===== src/rtl/rocket_audio_pkg.sv =====
// Shared audio-path definitions: default widths, select normalisation and the
// matrix sequencer state type, reused by the mixer/echo successors.
package rocket_audio_pkg;
   localparam int BITSIZE_DEF   = 16;
   localparam int FADE_BITS_DEF = 6;

   typedef enum logic [1:0] {ST_IDLE, ST_LOAD, ST_SWEEP, ST_DONE} xfade_state_e;

   function automatic int sel_mute(input int n_in);
      return n_in;
   endfunction

   // Any select code at or beyond the input count collapses onto the MUTE code.
   function automatic int norm_sel(input int sel, input int n_in);
      return (sel >= n_in) ? sel_mute(n_in) : sel;
   endfunction

   function automatic int fade_len(input int fade_bits);
      return 1 << fade_bits;
   endfunction

   function automatic int mac_width(input int bitsize, input int fade_bits);
      return bitsize + fade_bits + 2;
   endfunction
endpackage


===== src/rtl/mod_matrix_xfade_if.sv =====
// Sample-side bus of the routing matrix: strobe, input/select buses in,
// routed outputs and status out.
interface mod_matrix_xfade_if #(
   parameter int BITSIZE = 16,
   parameter int N_IN    = 9,
   parameter int N_OUT   = 11
);
   localparam int SELW = $clog2(N_IN + 1);

   logic                     sample_strobe;
   logic [N_IN*BITSIZE-1:0]  in_bus;
   logic [N_OUT*SELW-1:0]    sel_bus;
   logic [N_OUT*BITSIZE-1:0] out_bus;
   logic                     out_valid;
   logic                     busy;
   logic [N_OUT-1:0]         fading;
   logic                     overrun;

   modport master (
      output sample_strobe, in_bus, sel_bus,
      input  out_bus, out_valid, busy, fading, overrun
   );

   modport slave (
      input  sample_strobe, in_bus, sel_bus,
      output out_bus, out_valid, busy, fading, overrun
   );
endinterface


===== src/rtl/xfade_mac.sv =====
// Combinational crossfade MAC: y = (a*(F-k) + b*k) >>> FADE_BITS, floor rounding.
module xfade_mac
   import rocket_audio_pkg::*;
#(
   parameter int BITSIZE   = BITSIZE_DEF,
   parameter int FADE_BITS = FADE_BITS_DEF
)(
   input  logic signed [BITSIZE-1:0] a_i,
   input  logic signed [BITSIZE-1:0] b_i,
   input  logic        [FADE_BITS:0] k_i,
   output logic signed [BITSIZE-1:0] y_o
);
   localparam int W = mac_width(BITSIZE, FADE_BITS);
   localparam int F = fade_len(FADE_BITS);

   // The weights sum to F, so the shifted result always fits back in BITSIZE.
   function automatic logic signed [BITSIZE-1:0] floor_shift(input logic signed [W-1:0] acc);
      return BITSIZE'(acc >>> FADE_BITS);
   endfunction

   logic signed [W-1:0] a_w, b_w, ka_w, kb_w, acc;

   always_comb begin
      a_w  = W'(a_i);
      b_w  = W'(b_i);
      kb_w = signed'(W'(k_i));
      ka_w = signed'(W'(F)) - kb_w;
      acc  = a_w * ka_w + b_w * kb_w;
      y_o  = floor_shift(acc);
   end
endmodule


===== src/rtl/mod_matrix_xfade.sv =====
// N_IN x N_OUT routing matrix with per-output crossfade on selection change;
// one shared MAC evaluates one output per clock during the sweep.
module mod_matrix_xfade
   import rocket_audio_pkg::*;
#(
   parameter int BITSIZE   = BITSIZE_DEF,
   parameter int N_IN      = 9,
   parameter int N_OUT     = 11,
   parameter int FADE_BITS = FADE_BITS_DEF
)(
   input logic               clk,
   input logic               resetn,
   mod_matrix_xfade_if.slave bus
);
   localparam int SELW = $clog2(N_IN + 1);
   localparam int F    = fade_len(FADE_BITS);
   localparam int KW   = FADE_BITS + 1;
   localparam int JW   = (N_OUT > 1) ? $clog2(N_OUT) : 1;
   localparam logic [SELW-1:0] MUTE   = SELW'(sel_mute(N_IN));
   localparam logic [KW-1:0]   K_FULL = KW'(F);

   xfade_state_e              state_q, state_d;
   logic [JW-1:0]             j_q, j_d;
   logic                      overrun_q;
   logic [N_OUT*BITSIZE-1:0]  out_q;
   logic [SELW-1:0]           active_q [N_OUT];
   logic [SELW-1:0]           target_q [N_OUT];
   logic [KW-1:0]             k_q      [N_OUT];
   logic signed [BITSIZE-1:0] snap_q   [N_IN];
   logic signed [BITSIZE-1:0] shadow_q [N_OUT];

   logic [SELW-1:0]           sel_n [N_OUT];
   logic                      last_j;
   logic [SELW-1:0]           a_sel, b_sel;
   logic [KW-1:0]             k_cur;
   logic signed [BITSIZE-1:0] a_val, b_val, y;

   assign last_j = (j_q == JW'(N_OUT - 1));

   always_comb begin
      state_d = state_q;
      j_d     = j_q;
      case (state_q)
         ST_IDLE:  if (bus.sample_strobe) state_d = ST_LOAD;
         ST_LOAD:  begin
            state_d = ST_SWEEP;
            j_d     = '0;
         end
         ST_SWEEP: begin
            if (last_j) state_d = ST_DONE;
            else        j_d     = j_q + 1'b1;
         end
         ST_DONE:  state_d = ST_IDLE;
         default:  state_d = ST_IDLE;
      endcase
   end

   always_comb begin
      for (int o = 0; o < N_OUT; o++)
         sel_n[o] = SELW'(norm_sel(int'(bus.sel_bus[o*SELW +: SELW]), N_IN));
   end

   // Operand fetch for the output under the sweep pointer; MUTE matches no input and reads 0.
   always_comb begin
      a_sel = MUTE;
      b_sel = MUTE;
      k_cur = K_FULL;
      for (int o = 0; o < N_OUT; o++) begin
         if (j_q == JW'(o)) begin
            a_sel = active_q[o];
            b_sel = target_q[o];
            k_cur = k_q[o];
         end
      end
      a_val = '0;
      b_val = '0;
      for (int i = 0; i < N_IN; i++) begin
         if (a_sel == SELW'(i)) a_val = snap_q[i];
         if (b_sel == SELW'(i)) b_val = snap_q[i];
      end
   end

   xfade_mac #(
      .BITSIZE   (BITSIZE),
      .FADE_BITS (FADE_BITS)
   ) u_mac (
      .a_i (a_val),
      .b_i (b_val),
      .k_i (k_cur),
      .y_o (y)
   );

   always_ff @(posedge clk) begin
      if (!resetn) begin
         state_q   <= ST_IDLE;
         j_q       <= '0;
         overrun_q <= 1'b0;
         out_q     <= '0;
         for (int o = 0; o < N_OUT; o++) begin
            active_q[o] <= MUTE;
            target_q[o] <= MUTE;
            k_q[o]      <= K_FULL;
         end
      end else begin
         state_q <= state_d;
         j_q     <= j_d;
         if (bus.sample_strobe && (state_q != ST_IDLE)) overrun_q <= 1'b1;
         // A new selection is only accepted once the previous fade has finished.
         if (state_q == ST_LOAD) begin
            for (int o = 0; o < N_OUT; o++) begin
               if (k_q[o] == K_FULL) begin
                  if (sel_n[o] != target_q[o]) begin
                     active_q[o] <= target_q[o];
                     target_q[o] <= sel_n[o];
                     k_q[o]      <= KW'(1);
                  end
               end else begin
                  k_q[o] <= k_q[o] + 1'b1;
               end
            end
         end
         // Publish the whole frame in one edge so out_bus is current during DONE.
         if ((state_q == ST_SWEEP) && last_j) begin
            for (int o = 0; o < N_OUT; o++)
               out_q[o*BITSIZE +: BITSIZE] <= (j_q == JW'(o)) ? y : shadow_q[o];
         end
      end
   end

   always_ff @(posedge clk) begin
      if ((state_q == ST_IDLE) && bus.sample_strobe) begin
         for (int i = 0; i < N_IN; i++)
            snap_q[i] <= bus.in_bus[i*BITSIZE +: BITSIZE];
      end
      if (state_q == ST_SWEEP) begin
         for (int o = 0; o < N_OUT; o++)
            if (j_q == JW'(o)) shadow_q[o] <= y;
      end
   end

   assign bus.out_bus   = out_q;
   assign bus.out_valid = (state_q == ST_DONE);
   assign bus.busy      = (state_q != ST_IDLE);
   assign bus.overrun   = overrun_q;

   always_comb begin
      for (int o = 0; o < N_OUT; o++)
         bus.fading[o] = (k_q[o] != K_FULL);
   end
endmodule


===== src/flat_wrapper.sv =====
// flat-port wrapper written by rule: the top's interface ports become plain ports
module mod_matrix_xfade_flat import rocket_audio_pkg::*;
#(
   parameter int BITSIZE   = BITSIZE_DEF,
   parameter int N_IN      = 9,
   parameter int N_OUT     = 11,
   parameter int FADE_BITS = FADE_BITS_DEF
)
  (clk, resetn, bus_sample_strobe, bus_in_bus, bus_sel_bus, bus_out_bus, bus_out_valid, bus_busy, bus_fading, bus_overrun);
  mod_matrix_xfade_if #(.BITSIZE(BITSIZE), .N_IN(N_IN), .N_OUT(N_OUT)) bus_i ();
  input logic clk;
  input logic resetn;
  input wire logic [$bits(bus_i.sample_strobe)-1:0] bus_sample_strobe;
  input wire logic [$bits(bus_i.in_bus)-1:0] bus_in_bus;
  input wire logic [$bits(bus_i.sel_bus)-1:0] bus_sel_bus;
  output wire logic [$bits(bus_i.out_bus)-1:0] bus_out_bus;
  output wire logic [$bits(bus_i.out_valid)-1:0] bus_out_valid;
  output wire logic [$bits(bus_i.busy)-1:0] bus_busy;
  output wire logic [$bits(bus_i.fading)-1:0] bus_fading;
  output wire logic [$bits(bus_i.overrun)-1:0] bus_overrun;
  assign bus_i.sample_strobe = bus_sample_strobe;
  assign bus_i.in_bus = bus_in_bus;
  assign bus_i.sel_bus = bus_sel_bus;
  assign bus_out_bus = bus_i.out_bus;
  assign bus_out_valid = bus_i.out_valid;
  assign bus_busy = bus_i.busy;
  assign bus_fading = bus_i.fading;
  assign bus_overrun = bus_i.overrun;
  mod_matrix_xfade #(.BITSIZE(BITSIZE), .N_IN(N_IN), .N_OUT(N_OUT), .FADE_BITS(FADE_BITS)) u_core (.clk(clk), .resetn(resetn), .bus(bus_i));
endmodule

===== config.mk =====
export PLATFORM = sky130hd
export DESIGN_NAME = mod_matrix_xfade_flat
export DESIGN_NICKNAME = d
export VERILOG_FILES = /design/src/rtl/rocket_audio_pkg.sv /design/src/rtl/mod_matrix_xfade_if.sv /design/src/rtl/xfade_mac.sv /design/src/rtl/mod_matrix_xfade.sv /design/src/flat_wrapper.sv
export SDC_FILE = /design/constraint.sdc
export NUM_CORES = 2
export LEC_CHECK = 0
export ABC_AREA = 1
export BUFFER_PORTS_ARGS = -buffer_cell sky130_fd_sc_hd__buf_4
export CAP_MARGIN = 20
export CORE_ASPECT_RATIO = 1.5
export CORE_UTILIZATION = 35
export DETAILED_ROUTE_END_ITERATION = 8
export GPL_ROUTABILITY_DRIVEN = 0
export MAX_ROUTING_LAYER = met4
export SLEW_MARGIN = 0
export SYNTH_ARGS = -nofsm -noshare
export SYNTH_HDL_FRONTEND = slang
export SYNTH_HIERARCHICAL = 1
export SYNTH_SLANG_ARGS = --single-unit

===== constraint.sdc =====
create_clock -name clk -period 10.5 [get_ports clk]
set_input_delay 0.525 -clock clk [delete_from_list [all_inputs] [get_ports clk]]
set_output_delay 0.525 -clock clk [all_outputs]
set_load 0.01 [all_outputs]

==> key figures <==
Run status
  – Status: completed

Synth
  – Synth top area share: 37.9%
  – Post-Syn Area: 37,200 um^2
  – Primary FF master, synth: edfxtp_1
  – Distinct cell type count after synthesis: 54
  – Number of synthesized register bits: 652
  – Sequential fraction of the synthesis area: approximately 48%
  – Mapped Cells: 4,134
  – Async S/R FF share, synth: 0%
  – EDFF count, synth: approximately 470
  – Synth Area per Inst: 8.99 um^2
  – Largest cells by area after synthesis: edfxtp_1, fa_1, dfxtp_1, nand2_1, inv_1
  – Synth warnings: 6
  – Cell taking the most area after synthesis: edfxtp_1
  – Syn_nets: 4,642

Clock network
  – Clk Latency, worst-skew pair: roughly 0.65 ns
  – Clock transition at path regs: 0.07 ns
  – Post-CTS Resized: 0
  – CTS Hold Bufs: 0
  – Max Root-Sink Buffers: 3
  – CTS tree: done
  – Post-CTS setup buffer count: 0
  – Root Driver: clkbuf_16
  – H-tree depth: 3
  – Clock sinks: 652
  – Num CTS Buffers: 68

Route
  – Antenna-violating nets left: 0
  – Vias: 28,681
  – DRC errors left: 0
  – Pre-Repair DR Iteration Count: 6
  – Iter 0 DRT Violations: 2,190
  – Post-DR vias/cell: 4.81
  – Post-Route WL: 105,000 um
  – WL/cell: 17.7 um

GRT
  – Largest net degree at the start of global routing: 103
  – Vias in the first global route: between 20,000 and 30,000
  – Gr ovfl total: 0
  – Met2 usage: 34.8%
  – First-pass GRT wire length: between 150,000 and 200,000 um
  – M3 GR Usage: 2.58%
  – Grt peak-use layer: met2
  – Initial antenna violation count: 3
  – Grt met1 use: approximately a quarter
  – Gr usage total: 20.2%

Floorplan
  – Top Ports: 381
  – Area of the core: 105,000 um^2
  – Initial Utilization: 35.3%
  – Die area: 108,000 um^2
  – Row cnt: ~150
  – Die Y: 401 um
  – Die X: 268 um

STA
  – Period minus WS final: 9.60 ns
  – Rel. slew slack: 31.4%
  – Final setup viols: 0
  – RSZ-0062 raised after global routing: false
  – Crit path setup slack, layout: 0.899 ns
  – Hold slack: 0.0519 ns
  – Fin crit share: 91.4%
  – Slew Viols, Final: 0
  – Fmax: 104 MHz
  – Fin. Hold Viols: 0
  – Worst Skew: between 0.02 and 0.025 ns
  – Post-route setup TNS: 0 ns
  – Worst Tran Pin Value: 1.03 ns

Min path
  – Min-delay worst type: in -> reg

Final layout
  – Nets: 5,006
  – Layout area overhead: 17.8%
  – Share of cells above drive strength 1: between 10% and 20%
  – Post-route core utilization: between 40% and 50%
  – Finished Cell Area: between 40,000 and 50,000 um^2

Critical path
  – Most used cell, CP: nand2_1
  – Startpoint types: flip-flop
  – Crit-path max FO: 22
  – Crit. End Element: flip-flop
  – Critical path data arrival time: 10.17 ns
  – Critical Path Slowest Stage Cell: and2_1
  – Critical path class: reg -> reg
  – Worst path max stage delay: 0.63 ns
  – Worst EP required: between 10 and 15 ns

Power
  – Leak: 19.7 nW
  – Maximum vdd ir drop: 606 uV
  – Power Density: between 200 and 300 nW/um^2

Placement
  – Final HPWL DP: between 70,000 and 80,000 um
  – Worst slack, placed: between 0.8 and 0.9 ns
  – DP Area: around 42,000 um^2
  – IO buf count: 380

Job
  – Max-cap viol count: 0
cells in the mapped netlist (all sizes together) (10+ instances only):
| library cell | instances |
|---|---|
| a21oi | 126 |
| buf | 50 |
| clkbuf | 88 |
| dfxtp | 183 |
| edfxtp | 469 |
| fa | 209 |
| ha | 108 |
| inv | 742 |
| nand2 | 781 |
| nand3 | 170 |
| nand4 | 54 |
| nor2 | 678 |
| nor3 | 25 |
| nor3b | 20 |
| nor4 | 15 |
| o211ai | 33 |
| o21ai | 260 |
| o31ai | 11 |
| or2 | 15 |
| xnor2 | 10 |
| xor2 | 35 |
worst max-delay path, delay by kind of cell (launching register included):
| family | cells | cell delay (ns) |
|---|---|---|
| buf+inv | 7 | 0.68 |
| compound gates | 4 | 1.08 |
| fa+ha+maj | 7 | 3.30 |
| flops | 1 | 0.38 |
| xor+xnor | 1 | 0.16 |
| simple gates | 20 | 3.92 |
power by group:
part	switching (mW)	internal (mW)	total (mW)	leakage, nW
combinational	4.69	1.64	6.33	12.8
sequential	0.148	4.14	4.28	5.81
clock	1.04	1.39	2.43	1.08
total	5.88	7.17	13.0	19.7
logic make-up after synthesis:
| logic type | share of synthesized area (%) |
|---|---|
| adders and majority gates | 14.9 |
| buffers and inverters | 9.33 |
| DFF | 47.8 |
| and+or+nand+nor | 20.0 |
| xor gates and xnor gates | 1.06 |
| AOI/OAI and AO/OA | 7.00 |
per-layer routing:
metal | wire [um] | up-vias
met4 | 3670 | 0
li1 | - | 13869
met2 | 53300 | 1018
met1 | 42700 | 13586
met5 | 0 | -
met3 | 5600 | 208
worst paths after layout:
path / to / from / slack (ns) / depth (start not counted)
max: u_core/bus.out_bus[171] / u_core/j_q[2] / 0.90 / 39
min: u_core/snap_q[0][74] / bus_in_bus[74] / 0.05 / 1
max reg2reg: u_core/bus.out_bus[171] / u_core/j_q[2] / 0.90 / 39
min reg2reg: u_core/bus.out_bus[140] / u_core/shadow_q[8][12] / 0.45 / 2
placed cells by master (no fill, tap or decap), types with 14 or more instances in the layout:
master / netlist / routed
edfxtp_1: 469 / 469
nor3_1: 24 / 23
dfxtp_1: 183 / 183
a21oi_1: 124 / 124
nor4_1: 15 / 15
nand2_1: 772 / 772
ha_1: 108 / 108
buf_4: 20 / 431
nor3b_1: 20 / 20
clkbuf_1: 88 / 18
fa_1: 209 / 209
nand3_1: 163 / 163
or2_2: 14 / 14
inv_2: 16 / 16
o211ai_1: 33 / 33
nor2_4: 15 / 16
nand4_1: 53 / 53
xor2_1: 35 / 35
clkbuf_16: 0 / 71
inv_1: 725 / 724
nor2_1: 657 / 653
o21ai_0: 247 / 242
registers in the layout (all words and copies together) (netlist names):
name and flops:
u_core/snap_q 144, u_core/shadow_q 160, u_core/state_q 2, u_core/active_q 44, u_core/target_q 44, u_core/j_q 4, u_core/k_q 77, u_core/bus.out_bus 176
u_core/bus.overrun 1
cell type report:
class                   instances  area, um^2
fillers                     10440       61600
flip-flops and latches        652       17700
multi-input cells            2598       16000
repair buffers                432        3250
inverters                     746        2810
clock buffers                  91        1870
well taps                    1406        1760
clock inverters                31         344
diodes                          3        7.51
stage by stage:
stage | power [mW] | std cells
3_5_place_dp | 11.0 | 5834
5_1_grt | 14.0 | 5959
3_3_place_gp | 10.9 | 5833
6_report | 13.0 | 5959
2_1_floorplan | 7.63 | 4134
4_1_cts | 13.4 | 5956
Power figures use the tool's default switching activity.
